### config.mk
export PLATFORM = sky130hd
export DESIGN_NAME = ysyx_041461_trap_ctrl_flat
export DESIGN_NICKNAME = d
export VERILOG_FILES = /design/src/rtl/ysyx_041461_trap_ctrl_pkg.sv /design/src/rtl/ysyx_041461_trap_ctrl_if.sv /design/src/rtl/ysyx_041461_trap_ctrl_trap_prio.sv /design/src/rtl/ysyx_041461_trap_ctrl.sv /design/src/flat_wrapper.sv
export SDC_FILE = /design/constraint.sdc
export NUM_CORES = 1
export LEC_CHECK = 0
export CORE_AREA = 2 2 157 159
export CTS_BUF_LIST = sky130_fd_sc_hd__clkbuf_4 sky130_fd_sc_hd__clkbuf_8
export DETAILED_ROUTE_END_ITERATION = 8
export DIE_AREA = 0 0 159 161
export GPL_TIMING_DRIVEN = 0
export MAX_ROUTING_LAYER = met4
export PLACE_DENSITY = 0.81
export SYNTH_ARGS = -nofsm -noshare
export SYNTH_HDL_FRONTEND = slang
export SYNTH_SLANG_ARGS = --single-unit
### constraint.sdc
create_clock -name clk -period 2.3 [get_ports clk]
set_clock_uncertainty 0.15 [all_clocks]
set_input_delay 0.46 -clock clk [delete_from_list [all_inputs] [get_ports clk]]
set_output_delay 0.46 -clock clk [all_outputs]
set_load 0.02 [all_outputs]
### src/rtl/ysyx_041461_trap_ctrl_pkg.sv
`default_nettype none
// ============================================================================
//  Module      : ysyx_041461_trap_ctrl_pkg
//  Description : Trap codes, mcause constants and FSM state encoding shared
//                by the trap controller and its priority encoder.
//  Revision    : 1.0  initial release
// ============================================================================
package ysyx_041461_trap_ctrl_pkg;

    localparam logic [3:0] c_TRAP_NOP       = 4'd0;
    localparam logic [3:0] c_TRAP_IF_MIS    = 4'd1;
    localparam logic [3:0] c_TRAP_ECALL     = 4'd2;
    localparam logic [3:0] c_TRAP_MRET      = 4'd3;
    localparam logic [3:0] c_TRAP_EBREAK    = 4'd4;
    localparam logic [3:0] c_TRAP_ILLEGAL   = 4'd5;
    localparam logic [3:0] c_TRAP_LD_MIS    = 4'd6;
    localparam logic [3:0] c_TRAP_ST_MIS    = 4'd7;

    localparam int c_CAUSE_IF_MIS  = 0;
    localparam int c_CAUSE_ILLEGAL = 2;
    localparam int c_CAUSE_EBREAK  = 3;
    localparam int c_CAUSE_LD_MIS  = 4;
    localparam int c_CAUSE_ST_MIS  = 6;
    localparam int c_CAUSE_ECALL   = 11;
    localparam int c_CAUSE_TIMER   = 7;

    typedef enum logic [1:0] {
        ST_IDLE  = 2'd0,
        ST_REDIR = 2'd1,
        ST_DRAIN = 2'd2
    } state_t;

endpackage
`default_nettype wire

### src/rtl/ysyx_041461_trap_ctrl_if.sv
`default_nettype none
// ============================================================================
//  Module      : ysyx_041461_trap_ctrl_if
//  Description : WB/CSR/IF-redirect signal bundle of the trap controller.
//                slave = trap controller, master = surrounding pipeline.
//  Revision    : 1.0  initial release
// ============================================================================
interface ysyx_041461_trap_ctrl_if #(
    parameter int XLEN   = 64,
    parameter int TRAP_W = 4
) ();
    logic              wb_valid;
    logic [TRAP_W-1:0] wb_trap;
    logic [XLEN-1:0]   wb_pc;
    logic              mstatus_mie;
    logic              mie_mtie;
    logic              mip_mtip;
    logic [XLEN-1:0]   mtvec;
    logic [XLEN-1:0]   mepc;
    logic              redir_ready;
    logic              redir_valid;
    logic [XLEN-1:0]   redir_pc;
    logic              flush;
    logic              wb_stall;
    logic              csr_commit;
    logic              csr_is_mret;
    logic [XLEN-1:0]   csr_cause;
    logic [XLEN-1:0]   csr_epc;
    logic              busy;

    modport master (
        output wb_valid, wb_trap, wb_pc, mstatus_mie, mie_mtie, mip_mtip,
               mtvec, mepc, redir_ready,
        input  redir_valid, redir_pc, flush, wb_stall, csr_commit,
               csr_is_mret, csr_cause, csr_epc, busy
    );

    modport slave (
        input  wb_valid, wb_trap, wb_pc, mstatus_mie, mie_mtie, mip_mtip,
               mtvec, mepc, redir_ready,
        output redir_valid, redir_pc, flush, wb_stall, csr_commit,
               csr_is_mret, csr_cause, csr_epc, busy
    );
endinterface
`default_nettype wire

### src/rtl/ysyx_041461_trap_ctrl_trap_prio.sv
`default_nettype none
// ============================================================================
//  Module      : ysyx_041461_trap_ctrl_trap_prio
//  Description : Combinational priority encoder: exception/MRET over timer
//                interrupt, producing event, mcause, redirect target, is_mret.
//  Revision    : 1.0  initial release
// ============================================================================
module ysyx_041461_trap_ctrl_trap_prio
    import ysyx_041461_trap_ctrl_pkg::*;
#(
    parameter int XLEN   = 64,
    parameter int TRAP_W = 4,
    parameter bit VEC_EN = 1'b1
) (
    input  wire logic [TRAP_W-1:0] trap,
    input  wire logic              irq_pend,
    input  wire logic [XLEN-1:0]   mtvec,
    input  wire logic [XLEN-1:0]   mepc,
    output logic                   take,
    output logic                   is_mret,
    output logic [XLEN-1:0]        cause,
    output logic [XLEN-1:0]        target
);

    logic            w_exc;
    logic [XLEN-1:0] w_base;

    always_comb begin
        w_exc   = 1'b1;
        is_mret = 1'b0;
        cause   = '0;
        w_base  = {mtvec[XLEN-1:2], 2'b00};
        target  = w_base;
        case (trap)
            TRAP_W'(c_TRAP_IF_MIS):  cause = XLEN'(c_CAUSE_IF_MIS);
            TRAP_W'(c_TRAP_ECALL):   cause = XLEN'(c_CAUSE_ECALL);
            TRAP_W'(c_TRAP_MRET):    is_mret = 1'b1;
            TRAP_W'(c_TRAP_EBREAK):  cause = XLEN'(c_CAUSE_EBREAK);
            TRAP_W'(c_TRAP_ILLEGAL): cause = XLEN'(c_CAUSE_ILLEGAL);
            TRAP_W'(c_TRAP_LD_MIS):  cause = XLEN'(c_CAUSE_LD_MIS);
            TRAP_W'(c_TRAP_ST_MIS):  cause = XLEN'(c_CAUSE_ST_MIS);
            default:                 w_exc = 1'b0;
        endcase
        if (is_mret) begin
            target = mepc;
        end else if (!w_exc && irq_pend) begin
            cause = {1'b1, (XLEN-1)'(c_CAUSE_TIMER)};
            // Vectored mode only applies to interrupts; exceptions go to BASE.
            if (VEC_EN && mtvec[1:0] == 2'b01)
                target = w_base + XLEN'(4 * c_CAUSE_TIMER);
        end
        take = w_exc | irq_pend;
    end

endmodule
`default_nettype wire

### src/rtl/ysyx_041461_trap_ctrl.sv
`default_nettype none
// ============================================================================
//  Module      : ysyx_041461_trap_ctrl
//  Description : Trap entry / MRET sequencer: stalls WB, flushes the front
//                pipeline, pulses the CSR commit and redirects IF.
//  Revision    : 1.0  initial release
// ============================================================================
module ysyx_041461_trap_ctrl
    import ysyx_041461_trap_ctrl_pkg::*;
#(
    parameter int XLEN   = 64,
    parameter int TRAP_W = 4,
    parameter bit VEC_EN = 1'b1
) (
    input  wire logic             clk,
    input  wire logic             rst,
    ysyx_041461_trap_ctrl_if.slave bus
);

    state_t          r_state;
    state_t          w_state_nxt;
    logic [XLEN-1:0] r_cause;
    logic [XLEN-1:0] r_epc;
    logic [XLEN-1:0] r_target;
    logic            r_is_mret;
    logic            r_first;

    logic            w_irq_pend;
    logic            w_take;
    logic            w_is_mret;
    logic [XLEN-1:0] w_cause;
    logic [XLEN-1:0] w_target;
    logic            w_event;
    logic            w_busy;
    logic            w_flush;
    logic            w_stall;
    logic            w_redir_valid;
    logic            w_commit;

    assign w_irq_pend = bus.mstatus_mie & bus.mie_mtie & bus.mip_mtip;

    ysyx_041461_trap_ctrl_trap_prio #(
        .XLEN   (XLEN),
        .TRAP_W (TRAP_W),
        .VEC_EN (VEC_EN)
    ) u_prio (
        .trap     (bus.wb_trap),
        .irq_pend (w_irq_pend),
        .mtvec    (bus.mtvec),
        .mepc     (bus.mepc),
        .take     (w_take),
        .is_mret  (w_is_mret),
        .cause    (w_cause),
        .target   (w_target)
    );

    assign w_event = (r_state == ST_IDLE) & bus.wb_valid & w_take;
    assign w_busy  = (r_state != ST_IDLE);

    always_ff @(posedge clk) begin
        if (rst) r_state <= ST_IDLE;
        else     r_state <= w_state_nxt;
    end

    // Everything the sequence needs is captured at the event cycle so later
    // CSR or interrupt changes cannot disturb a redirect in flight.
    always_ff @(posedge clk) begin
        if (rst) begin
            r_cause   <= '0;
            r_epc     <= '0;
            r_target  <= '0;
            r_is_mret <= 1'b0;
            r_first   <= 1'b0;
        end else if (w_event) begin
            r_cause   <= w_cause;
            r_epc     <= bus.wb_pc;
            r_target  <= w_target;
            r_is_mret <= w_is_mret;
            r_first   <= 1'b1;
        end else if (r_state == ST_REDIR) begin
            r_first   <= 1'b0;
        end
    end

    always_comb begin
        w_state_nxt   = r_state;
        w_flush       = 1'b0;
        w_stall       = 1'b0;
        w_redir_valid = 1'b0;
        w_commit      = 1'b0;
        case (r_state)
            ST_IDLE: begin
                w_stall = w_event;
                if (w_event) w_state_nxt = ST_REDIR;
            end
            ST_REDIR: begin
                w_flush       = 1'b1;
                w_stall       = 1'b1;
                w_redir_valid = 1'b1;
                w_commit      = r_first;
                if (bus.redir_ready) w_state_nxt = ST_DRAIN;
            end
            ST_DRAIN: begin
                w_flush     = 1'b1;
                w_stall     = 1'b1;
                w_state_nxt = ST_IDLE;
            end
            default: w_state_nxt = ST_IDLE;
        endcase
    end

    assign bus.redir_valid = w_redir_valid;
    assign bus.redir_pc    = w_redir_valid ? r_target : '0;
    assign bus.flush       = w_flush;
    assign bus.wb_stall    = w_stall;
    assign bus.csr_commit  = w_commit;
    assign bus.csr_is_mret = w_commit & r_is_mret;
    assign bus.csr_cause   = w_busy ? r_cause : '0;
    assign bus.csr_epc     = w_busy ? r_epc : '0;
    assign bus.busy        = w_busy;

endmodule
`default_nettype wire

### src/flat_wrapper.sv
// flat-port wrapper written by rule: the top's interface ports become plain ports
module ysyx_041461_trap_ctrl_flat import ysyx_041461_trap_ctrl_pkg::*;
#(
    parameter int XLEN   = 64,
    parameter int TRAP_W = 4,
    parameter bit VEC_EN = 1'b1
)
  (clk, rst, bus_wb_valid, bus_wb_trap, bus_wb_pc, bus_mstatus_mie, bus_mie_mtie, bus_mip_mtip, bus_mtvec, bus_mepc, bus_redir_ready, bus_redir_valid, bus_redir_pc, bus_flush, bus_wb_stall, bus_csr_commit, bus_csr_is_mret, bus_csr_cause, bus_csr_epc, bus_busy);
  ysyx_041461_trap_ctrl_if #(.XLEN(XLEN), .TRAP_W(TRAP_W)) bus_i ();
  input  wire logic clk;
  input  wire logic rst;
  input wire logic [$bits(bus_i.wb_valid)-1:0] bus_wb_valid;
  input wire logic [$bits(bus_i.wb_trap)-1:0] bus_wb_trap;
  input wire logic [$bits(bus_i.wb_pc)-1:0] bus_wb_pc;
  input wire logic [$bits(bus_i.mstatus_mie)-1:0] bus_mstatus_mie;
  input wire logic [$bits(bus_i.mie_mtie)-1:0] bus_mie_mtie;
  input wire logic [$bits(bus_i.mip_mtip)-1:0] bus_mip_mtip;
  input wire logic [$bits(bus_i.mtvec)-1:0] bus_mtvec;
  input wire logic [$bits(bus_i.mepc)-1:0] bus_mepc;
  input wire logic [$bits(bus_i.redir_ready)-1:0] bus_redir_ready;
  output wire logic [$bits(bus_i.redir_valid)-1:0] bus_redir_valid;
  output wire logic [$bits(bus_i.redir_pc)-1:0] bus_redir_pc;
  output wire logic [$bits(bus_i.flush)-1:0] bus_flush;
  output wire logic [$bits(bus_i.wb_stall)-1:0] bus_wb_stall;
  output wire logic [$bits(bus_i.csr_commit)-1:0] bus_csr_commit;
  output wire logic [$bits(bus_i.csr_is_mret)-1:0] bus_csr_is_mret;
  output wire logic [$bits(bus_i.csr_cause)-1:0] bus_csr_cause;
  output wire logic [$bits(bus_i.csr_epc)-1:0] bus_csr_epc;
  output wire logic [$bits(bus_i.busy)-1:0] bus_busy;
  assign bus_i.wb_valid = bus_wb_valid;
  assign bus_i.wb_trap = bus_wb_trap;
  assign bus_i.wb_pc = bus_wb_pc;
  assign bus_i.mstatus_mie = bus_mstatus_mie;
  assign bus_i.mie_mtie = bus_mie_mtie;
  assign bus_i.mip_mtip = bus_mip_mtip;
  assign bus_i.mtvec = bus_mtvec;
  assign bus_i.mepc = bus_mepc;
  assign bus_i.redir_ready = bus_redir_ready;
  assign bus_redir_valid = bus_i.redir_valid;
  assign bus_redir_pc = bus_i.redir_pc;
  assign bus_flush = bus_i.flush;
  assign bus_wb_stall = bus_i.wb_stall;
  assign bus_csr_commit = bus_i.csr_commit;
  assign bus_csr_is_mret = bus_i.csr_is_mret;
  assign bus_csr_cause = bus_i.csr_cause;
  assign bus_csr_epc = bus_i.csr_epc;
  assign bus_busy = bus_i.busy;
  ysyx_041461_trap_ctrl #(.XLEN(XLEN), .TRAP_W(TRAP_W), .VEC_EN(VEC_EN)) u_core (.clk(clk), .rst(rst), .bus(bus_i));
endmodule
Yosys cells after proc, flatten, opt, wreduce, memory -nomap -nowiden
Index checks and enable logic that the tools add are counted.
{ "classes": {"n_addsub": 1, "eq_ne": 12, "n_mux": 20, "n_bitwise": 6, "reduce_logical": 8} }
{ "ops": {"columns": ["cell", "count"], "rows": [
  ["$mux W64", 8],
  ["$add A64 B5 Y64 const B", 1],
  ["$pmux W4 S5", 1],
  ["$eq A4 B3 Y1 const B", 4],
  ["$eq A4 B2 Y1 const B", 2],
  ["$mux W1", 7],
  ["$reduce_or A7 Y1", 1],
  ["$and A1 B1 Y1", 5],
  ["$eq A2 B1 Y1 const B", 2],
  ["$eq A4 B1 Y1 const B", 1],
  ["$mux W2", 2],
  ["$pmux W2 S2", 1],
  ["$reduce_bool A2 Y1", 2],
  ["$eq A2 B2 Y1 const B", 1],
  ["$logic_not A2 Y1", 1],
  ["$ne A2 B1 Y1 const B", 1],
  ["$ne A2 B2 Y1 const B", 1],
  ["$pmux W1 S2", 1],
  ["$reduce_and A2 Y1", 1],
  ["$reduce_or A2 Y1", 1],
  ["$logic_and A1 B1 Y1", 1],
  ["$logic_not A1 Y1", 1],
  ["$or A1 B1 Y1", 1]
]} }
{ "totals": {"ff_bits": 196, "out_inout_bits": 198, "word_cells": 53} }

Longest topological paths before layout
Gate-level depths: netlist of run 1.
{ "logic_depth": {"word_depth": 7, "depth_mapped": 9} }

By module
Synthesis of run 1 repeated with hierarchy kept, for this count alone.
{ "hier_totals": {"cells_unflattened": 1542, "area_unflattened_um2": 10781.6} }
{ "modules_own_cells": {"columns": ["module", "instances", "cells_per_inst", "area_per_inst_um2", "seq_area_each_um2"], "rows": [
  ["ysyx_041461_trap_ctrl", 1, 1079, 8081.5, 3923.8],
  ["ysyx_041461_trap_ctrl_trap_prio", 1, 463, 2700.1, 0.0]
]} }

Worst setup path before layout of run 1
Ideal clock, no wire load.
{ "synth_timing": {"kind": "input to output", "start": "input bus_mip_mtip", "end": "output bus_wb_stall", "arrival_ns": 2.041, "t_required_ns": 1.690, "slack_ns": -0.351, "path_stages": 8, "n_path_buf": 4, "cell_sequence": "and3_1 > clkbuf_1 > o211a_1 > clkbuf_1 > clkbuf_1 > clkbuf_1 > nor2_1 > nor2_1"} }
{ "synth_between": {"elab_chain_cells": 4} }
{ "synth_lines": {"columns": ["item", "line_no", "source"], "rows": [
  ["start, declared", "flat_wrapper.sv:17", "input wire logic [$bits(bus_i.mip_mtip)-1:0] bus_mip_mtip;"],
  ["$and A1 B1 Y1", "ysyx_041461_trap_ctrl.sv:40", "assign w_irq_pend = bus.mstatus_mie & bus.mie_mtie & bus.mip_mtip;"],
  ["$or A1 B1 Y1", "ysyx_041461_trap_ctrl_trap_prio.sv:52", "take = w_exc | irq_pend;"],
  ["$and A1 B1 Y1", "ysyx_041461_trap_ctrl.sv:57", "assign w_event = (r_state == ST_IDLE) & bus.wb_valid & w_take;"],
  ["$pmux W1 S2", "ysyx_041461_trap_ctrl.sv:91", "case (r_state)"],
  ["end, declared", "flat_wrapper.sv:24", "output wire logic [$bits(bus_i.wb_stall)-1:0] bus_wb_stall;"]
]} }
Every way passes these cells.

Final worst setup path of run 1
{ "layout_timing": {"start": "register u_core.r_state[1]", "end": "output bus_redir_pc[4]"} }
{ "layout_between": {"elab_chain_cells": 3} }
{ "layout_lines": {"columns": ["item", "line_no", "source"], "rows": [
  ["start, declared", "ysyx_041461_trap_ctrl.sv:20", "state_t r_state;"],
  ["start signal, assigned", "ysyx_041461_trap_ctrl.sv:62", "else r_state <= w_state_nxt;"],
  ["$eq A2 B1 Y1", "ysyx_041461_trap_ctrl.sv:91", null],
  ["$mux W1", "ysyx_041461_trap_ctrl.sv:91", null],
  ["$mux W64", "ysyx_041461_trap_ctrl.sv:113", "assign bus.redir_pc = w_redir_valid ? r_target : '0;"],
  ["end, declared", "flat_wrapper.sv:22", "output wire logic [$bits(bus_i.redir_pc)-1:0] bus_redir_pc;"]
]} }
Every way passes these cells.

==> summary.txt, run 1 <==
Outcome
  – Status: complete, but fails checks
  – Failing checks: setup timing

Clock tree
  – CTS Hold Bufs: 0
  – H-tree levels: 4
  – Clock slew at reported path FFs: 0.10 ns
  – Worst skew pair latency: 0.44 ns
  – CTS tree: done
  – Cts bufs inserted: 17
  – CTS root buf: clkbuf_8
  – Clk buf depth: 2
  – Num Clock Sinks: 137

Timing
  – Slew margin rel.: 47.1%
  – F_max: 420 MHz
  – Final min period: 2.38 ns
  – Final Hold Fails: 0
  – Worst Hold Margin: 0.246 ns
  – Fin crit share: 103%
  – RSZ-0062 raised after global routing: true
  – Max Slew Vio Count: 0
  – Setup WS post-layout: -0.0782 ns
  – Finish-stage setup viols: 61
  – Worst slew pin tran: 0.794 ns

Worst setup path
  – Worst EP arrival: 1.77 ns
  – Kind of critical path: reg2out
  – R2r startpoint: u_core.r_state[1]
  – CP max FO: 5
  – CP endpoint kind: output pin
  – Reg2reg setup slack: 0.07 ns
  – R2R depth: 11
  – CP required: 1.69 ns
  – Startpoint Class: flop
  – Reg2reg end: u_core.r_target[34]

Placed design
  – IO Port Bufs: 339
  – DP HPWL: 26200 um
  – Setup Slack @ Placement: -1.54 ns
  – Placed instance area: 0.0121 mm2
  – Placed Cells: 1789
  – Placer Congestion: 0.944

GRT
  – Global route overflow: 0
  – Vias in the first global route: 9171
  – First-pass GRT wire length: 51600 um
  – Largest net degree at the start of global routing: 19
  – Initial antenna violation count: 5
  – Total track usage: 26.6%

Routing
  – WL/cell: 19.2 um
  – Residual DRC: 0
  – Top sig layer: met4
  – Met2 wire len: 17900 um
  – Drt via density: 5.07
  – Met3 wire length: 2830 um
  – Via Count: 9510
  – First drt pass iteration count: 6
  – M1 WL: 14200 um
  – Drt initial violations: 612
  – Antenna-violating nets left: 0
  – Routed WL: 36000 um

Power
  – Final total power: 0.00672 W
  – Reg power frac: 38.9%
  – Combinational power share: 29.7%
  – Leak pwr: 5.82 nW
  – NetSw: 0.00225 W
  – Clock Power Share: 31.4%
  – PwrDens: 495 mW/mm2
  – Pint: 0.00447 W
  – Switching share of power: 33.4%
  – Peak VDD IR: 0.292 mV

Layout
  – Post-Layout Cell Count: 1876
  – Layout cells sized above 1: 29.8%
  – Area delta synth->final: 70.1%
  – Post-route design area: 0.0136 mm2
  – Layout Nets: 1743
  – Fillcell total: 2241
  – Sequential Area: 0.00275 mm2
  – Multi-input logic area: 0.00527 mm2

Synthesis
  – Synthesized cell area: 0.00798 mm2
  – Syn Inst Count: 1068
  – Main flop type after synthesis: dfxtp_1
  – Area leader, netlist: dfxtp_1
  – Yosys warns: 0
  – Fraction of the yosys area taken by sequential cells: 34.4%
  – Synth area leaders: dfxtp_1 (34%), a21oi_1 (7.8%), nand2_1 (7.7%), nor2b_1 (5.6%), buf_4 (5.6%)
  – Post-synth top area share: 34.4%
  – EDFF count, synth: 0
  – #FFs+latches synth: 137
  – Asr flop ratio synth: 0%
  – Syn Area/Cell: 7.47 um2
  – Yosys cell types: 44

Floorplanning
  – Die ar.: 0.0256 mm2
  – Initial core utilization: 33.3%
  – Die height: 161 um
  – Boundary pin count: 401
  – Core area: 0.0240 mm2
  – Die W: 159 um
  – Site Rows: 57

Flow run
  – Max Cap Violations: 0

Hold path
  – Hold Path Stages: 4
  – Hold Path Class: in2reg
  – Hold path start: bus_mtvec[8]
  – Worst Hold End: u_core.r_target[8]
[worst max-delay path by stage]
stage	from	end	slack, ns	cells after the start
3_5_place_dp	bus_mip_mtip	bus_wb_stall	-1.54	10
5_1_grt	u_core.r_state[1]	bus_redir_pc[37]	-0.14	7
2_1_floorplan	bus_mtvec[2]	u_core.r_target[60]	-0.02	9
6_report	u_core.r_state[1]	bus_redir_pc[4]	-0.08	7
4_1_cts	u_core.r_state[0]	bus_wb_stall	-0.19	9
3_3_place_gp	bus_mip_mtip	bus_wb_stall	-1.56	10
[registers in the layout (all words and copies together) (netlist names)]
name,flops
u_core.r_epc,64
u_core.r_target,64
u_core.r_cause,5
u_core.r_state,2
u_core.r_first,1
u_core.r_is_mret,1
[critical path: stages (launching register included)]
cell and delay (ns):
dfxtp_2 0.36, inv_4 0.05, buf_12 0.11, ha_4 0.18
clkbuf_16 0.18, clkbuf_16 0.17, and2_4 0.14, buf_6 0.12
[power by group through the flow]
stage	sequential (W)	combinational, W	clock (W)
after floorplan	0.00263	0.000848	0
after global placement	0.00265	0.00162	0
after detailed placement	0.00266	0.00164	0
after CTS	0.00261	0.00179	0.00214
after global routing	0.00263	0.00212	0.00224
final	0.00262	0.00199	0.00211
[logic make-up (layout without fill, tap and decap cells)]
group	after synthesis	in the layout	synth area share (%)
AO/OA/AOI/OAI	213	213	15.1
XOR/XNOR	57	57	6.26
adder cells (fa/ha/maj)	4	4	0.627
buffers and inverters	154	577	10.1
flip-flops	137	137	34.4
multiplexers	1	1	0.141
other	1	62	0.0470
AND/OR/NAND/NOR	501	501	33.4
[cell usage after synthesis (4+ instances only)]
cell / count
nor4_1: 19
o22ai_1: 41
nor2b_1: 71
o211ai_1: 8
or3_1: 4
and4_1: 13
nor2_1: 32
o21ai_0: 15
ha_1: 4
nand2_1: 164
clkbuf_1: 76
and2_1: 68
nor3b_1: 4
dfxtp_1: 137
and3_1: 56
nand4_1: 17
nand3_1: 32
xor2_1: 24
a21oi_1: 124
nor3_1: 13
inv_1: 12
xnor2_1: 33
buf_1: 5
buf_4: 59
a31oi_1: 10
[layout by cell type (no fill, tap or decap), drive strengths merged, types with 41 or more instances in the layout]
cell / n
a21oi: 124
and2: 68
and3: 56
buf: 275
clkbuf: 87
clkdlybuf4s50: 156
conb: 59
dfxtp: 137
nand2: 164
nor2b: 71
o22ai: 41
[what timing repair did]
action / 4_1_cts / 5_1_grt
buffers inserted: 32 / 14
gates resized for setup: 817 / 226
cloned: 1 / 8
hold endpoints to repair: 0 / 0
pin swaps: 29 / 27
setup endpoints to repair: 276 / 230
[layer usage]
layer,track usage [%],vias up
met3,5.96,67
met2,45.8,502
met5,-,-
li1,-,4500
met4,8.31,0
met1,31.1,4441
[layout make-up]
class                           count  share of cell area [%]
Clock inverter                     15                    1.22
Timing Repair Buffer              394                    26.6
Clock buffer                       17                    1.72
Antenna cell                        3                  0.0553
Buffer                            139                    7.99
Tap cell                          324                    2.99
Inverter                           12                   0.350
Multi-Input combinational cell    835                    38.9
Sequential cell                   137                    20.2
[stage by stage]
stage                     setup TNS (ns)  utilization [%]
after floorplan                  -0.0661                -
after global placement           -214.90             50.6
after detailed placement         -226.68             50.6
after CTS                         -0.585             53.6
after global routing               -6.88             56.6
final                              -2.75             56.6
(Power assumes the default switching activity.)
==> inputs of run 2 (changes only) <==
--- a/config.mk
+++ b/config.mk
@@ -7,9 +7,11 @@
 export LEC_CHECK = 0
 export CORE_AREA = 2 2 157 159
 export CTS_BUF_LIST = sky130_fd_sc_hd__clkbuf_4 sky130_fd_sc_hd__clkbuf_8
+export CTS_CLUSTER_SIZE = 14
 export DETAILED_ROUTE_END_ITERATION = 8
 export DIE_AREA = 0 0 159 161
 export GPL_TIMING_DRIVEN = 0
+export HOLD_SLACK_MARGIN = 0.06
 export MAX_ROUTING_LAYER = met4
 export PLACE_DENSITY = 0.81
 export SYNTH_ARGS = -nofsm -noshare
==> constraint.sdc (replaced) <==
create_clock -name clk -period 2.1 [get_ports clk]
set_clock_uncertainty 0.15 [all_clocks]
set_input_delay 0.42 -clock clk [delete_from_list [all_inputs] [get_ports clk]]
set_output_delay 0.42 -clock clk [all_outputs]
set_load 0.02 [all_outputs]
==> summary.txt, run 2 (synthesis gave the netlist of run 1 again) <==
Layout
  – Area delta synth->final: 91.9%
  – Post-route design area: 0.0153 mm2
  – Commonest cells after routing, fill and taps aside: nand2_1 (161), clkdlybuf4s50_1 (150), buf_4 (141), dfxtp_1 (135), buf_6 (128)
  – Commonest non-fill, non-tap cell in the layout: nand2_1
  – Post-Layout Cell Count: 1921
  – Biggest regs: u_core.r_epc (64), u_core.r_target (64), u_core.r_cause (5)
  – Layout cells sized above 1: 37.1%
  – Layout Nets: 1784

GRT
  – Met2 Track Usage GR: 46.6%
  – Total track usage: 26.6%
  – First-pass GRT wire length: 51300 um
  – Global-route met1 utilization: 29.4%
  – Vias in the first global route: 9176
  – Busiest grt layer: met2
  – Initial antenna violation count: 6
  – Largest net degree at the start of global routing: 17
  – Global route overflow: 0
  – Met3 GRT Util: 6.88%

Outcome
  – Status: complete, but fails checks
  – Failing checks: setup timing

Worst setup path
  – Slowest stage delay, CP: 0.38 ns
  – Crit path cell chain: inv_2, ha_4, o211a_1, buf_8, clkbuf_16, clkbuf_16, nor2_4, nor2_2, buf_6
  – CP max FO: 4
  – CP endpoint kind: output pin
  – CP required: 1.53 ns
  – R2R depth: 12
  – Startpoint Class: flop
  – Kind of critical path: reg2out
  – Critical Path Most Common Cell: clkbuf_16
  – Slowest cell on crit path: dfxtp_4
  – Worst EP arrival: 1.81 ns

Routing
  – Drt via density: 5.22
  – Routed WL: 39600 um
  – First drt pass iteration count: 5
  – Antenna-violating nets left: 0
  – Residual DRC: 0
  – Drt initial violations: 766
  – Via Count: 10000
  – WL/cell: 20.6 um

Floorplanning
  – Die height: 161 um
  – Die W: 159 um
  – Die ar.: 0.0256 mm2
  – Core area: 0.0240 mm2
  – Initial core utilization: 33.3%
  – Site Rows: 57
  – Boundary pin count: 401

Timing
  – F_max: 420 MHz
  – Worst slew pin tran: 0.809 ns
  – RSZ-0062 raised after global routing: true
  – Final min period: 2.38 ns
  – Worst Hold Margin: 0.183 ns
  – Max Slew Vio Count: 0
  – Final Hold Fails: 0
  – Finish-stage setup viols: 220
  – Fin crit share: 113%
  – Setup WS post-layout: -0.280 ns
  – Slew margin rel.: 46.0%
  – Post-route setup TNS: -29.41 ns

Hold path
  – Hold Path Stages: 3
  – Hold Path Class: in2reg

Placed design
  – DP HPWL: 26000 um
  – Placed instance area: 0.0123 mm2
  – IO Port Bufs: 339
  – Placer Congestion: 0.906
  – Placed Cells: 1789

Clock tree
  – CTS Hold Bufs: 0
  – CTS root buf: clkbuf_8
  – Clock slew at reported path FFs: 0.08 ns
  – Clk buf depth: 2
  – Worst skew pair latency: 0.44 ns
  – CTS tree: done
  – Cts bufs inserted: 17
  – H-tree levels: 4
  – Num Clock Sinks: 137

Power
  – Peak VDD IR: 0.293 mV
  – PwrDens: 526 mW/mm2
  – Final total power: 0.00806 W
  – Leak pwr: 6.71 nW

Flow run
  – Max Cap Violations: 0
run 2: final timing paths:
check	startpoint	end	slack (ns)
max	u_core.r_state[0]	bus_wb_stall	-0.28
min	bus_mtvec[16]	u_core.r_target[16]	0.18
max reg2reg	u_core.r_state[0]	u_core.r_epc[41]	-0.16
min reg2reg	u_core.r_epc[10]	u_core.r_epc[10]	0.31
run 2: final cells by class:
cell class	count	area, um2
diodes	7	17.5
plain buffers	138	1310
clock buffers	19	262
clock inverters	13	158
fillers	1970	8650
inverters	12	50.0
multi-input cells	835	5760
flip-flops and latches	137	2750
well taps	324	405
repair buffers	436	4600
run 2: worst max-delay path, delay by kind of cell (launching register included):
family / cells / cell delay (ns)
buf+inv: 5 / 0.58
simple gates: 2 / 0.11
compound gates: 1 / 0.15
flops: 1 / 0.38
fa+ha+maj: 1 / 0.15
run 2: report_power, final:
group          internal, W  switching, W
Clock              0.00116       0.00122
Combinational      0.00145       0.00135
Sequential         0.00277      0.000109
run 2: per-layer routing:
metal  vias up  part of all wire [%]
met5         -                     0
met4         0                   3.0
met3        85                   7.8
met2       580                    51
met1      4772                    38
li1       4599                     -
run 2: repair_timing:
item | 4_1_cts | 5_1_grt
endpoints found under the hold margin | 0 | 0
setup endpoints to repair | 276 | 273
pin swaps | 21 | 68
setup buffers | 24 | 51
cloned | 3 | 19
gates resized for setup | 825 | 526
run 2: through the flow:
step	util (%)	worst slack, ns
floorplan	-	-0.116
global placement	51.1	-1.52
detailed placement	51.1	-1.53
CTS	55.3	-0.360
global route	63.9	-0.365
finish	63.9	-0.280
==> inputs of run 3 (changes only) <==
--- a/config.mk
+++ b/config.mk
@@ -7,7 +7,6 @@
 export LEC_CHECK = 0
 export CORE_AREA = 2 2 157 159
 export CTS_BUF_LIST = sky130_fd_sc_hd__clkbuf_4 sky130_fd_sc_hd__clkbuf_8
-export CTS_CLUSTER_SIZE = 14
 export DETAILED_ROUTE_END_ITERATION = 8
 export DIE_AREA = 0 0 159 161
 export GPL_TIMING_DRIVEN = 0
==> results of run 3 <==
Final layout, timing and power as in run 2 (identical DEF).
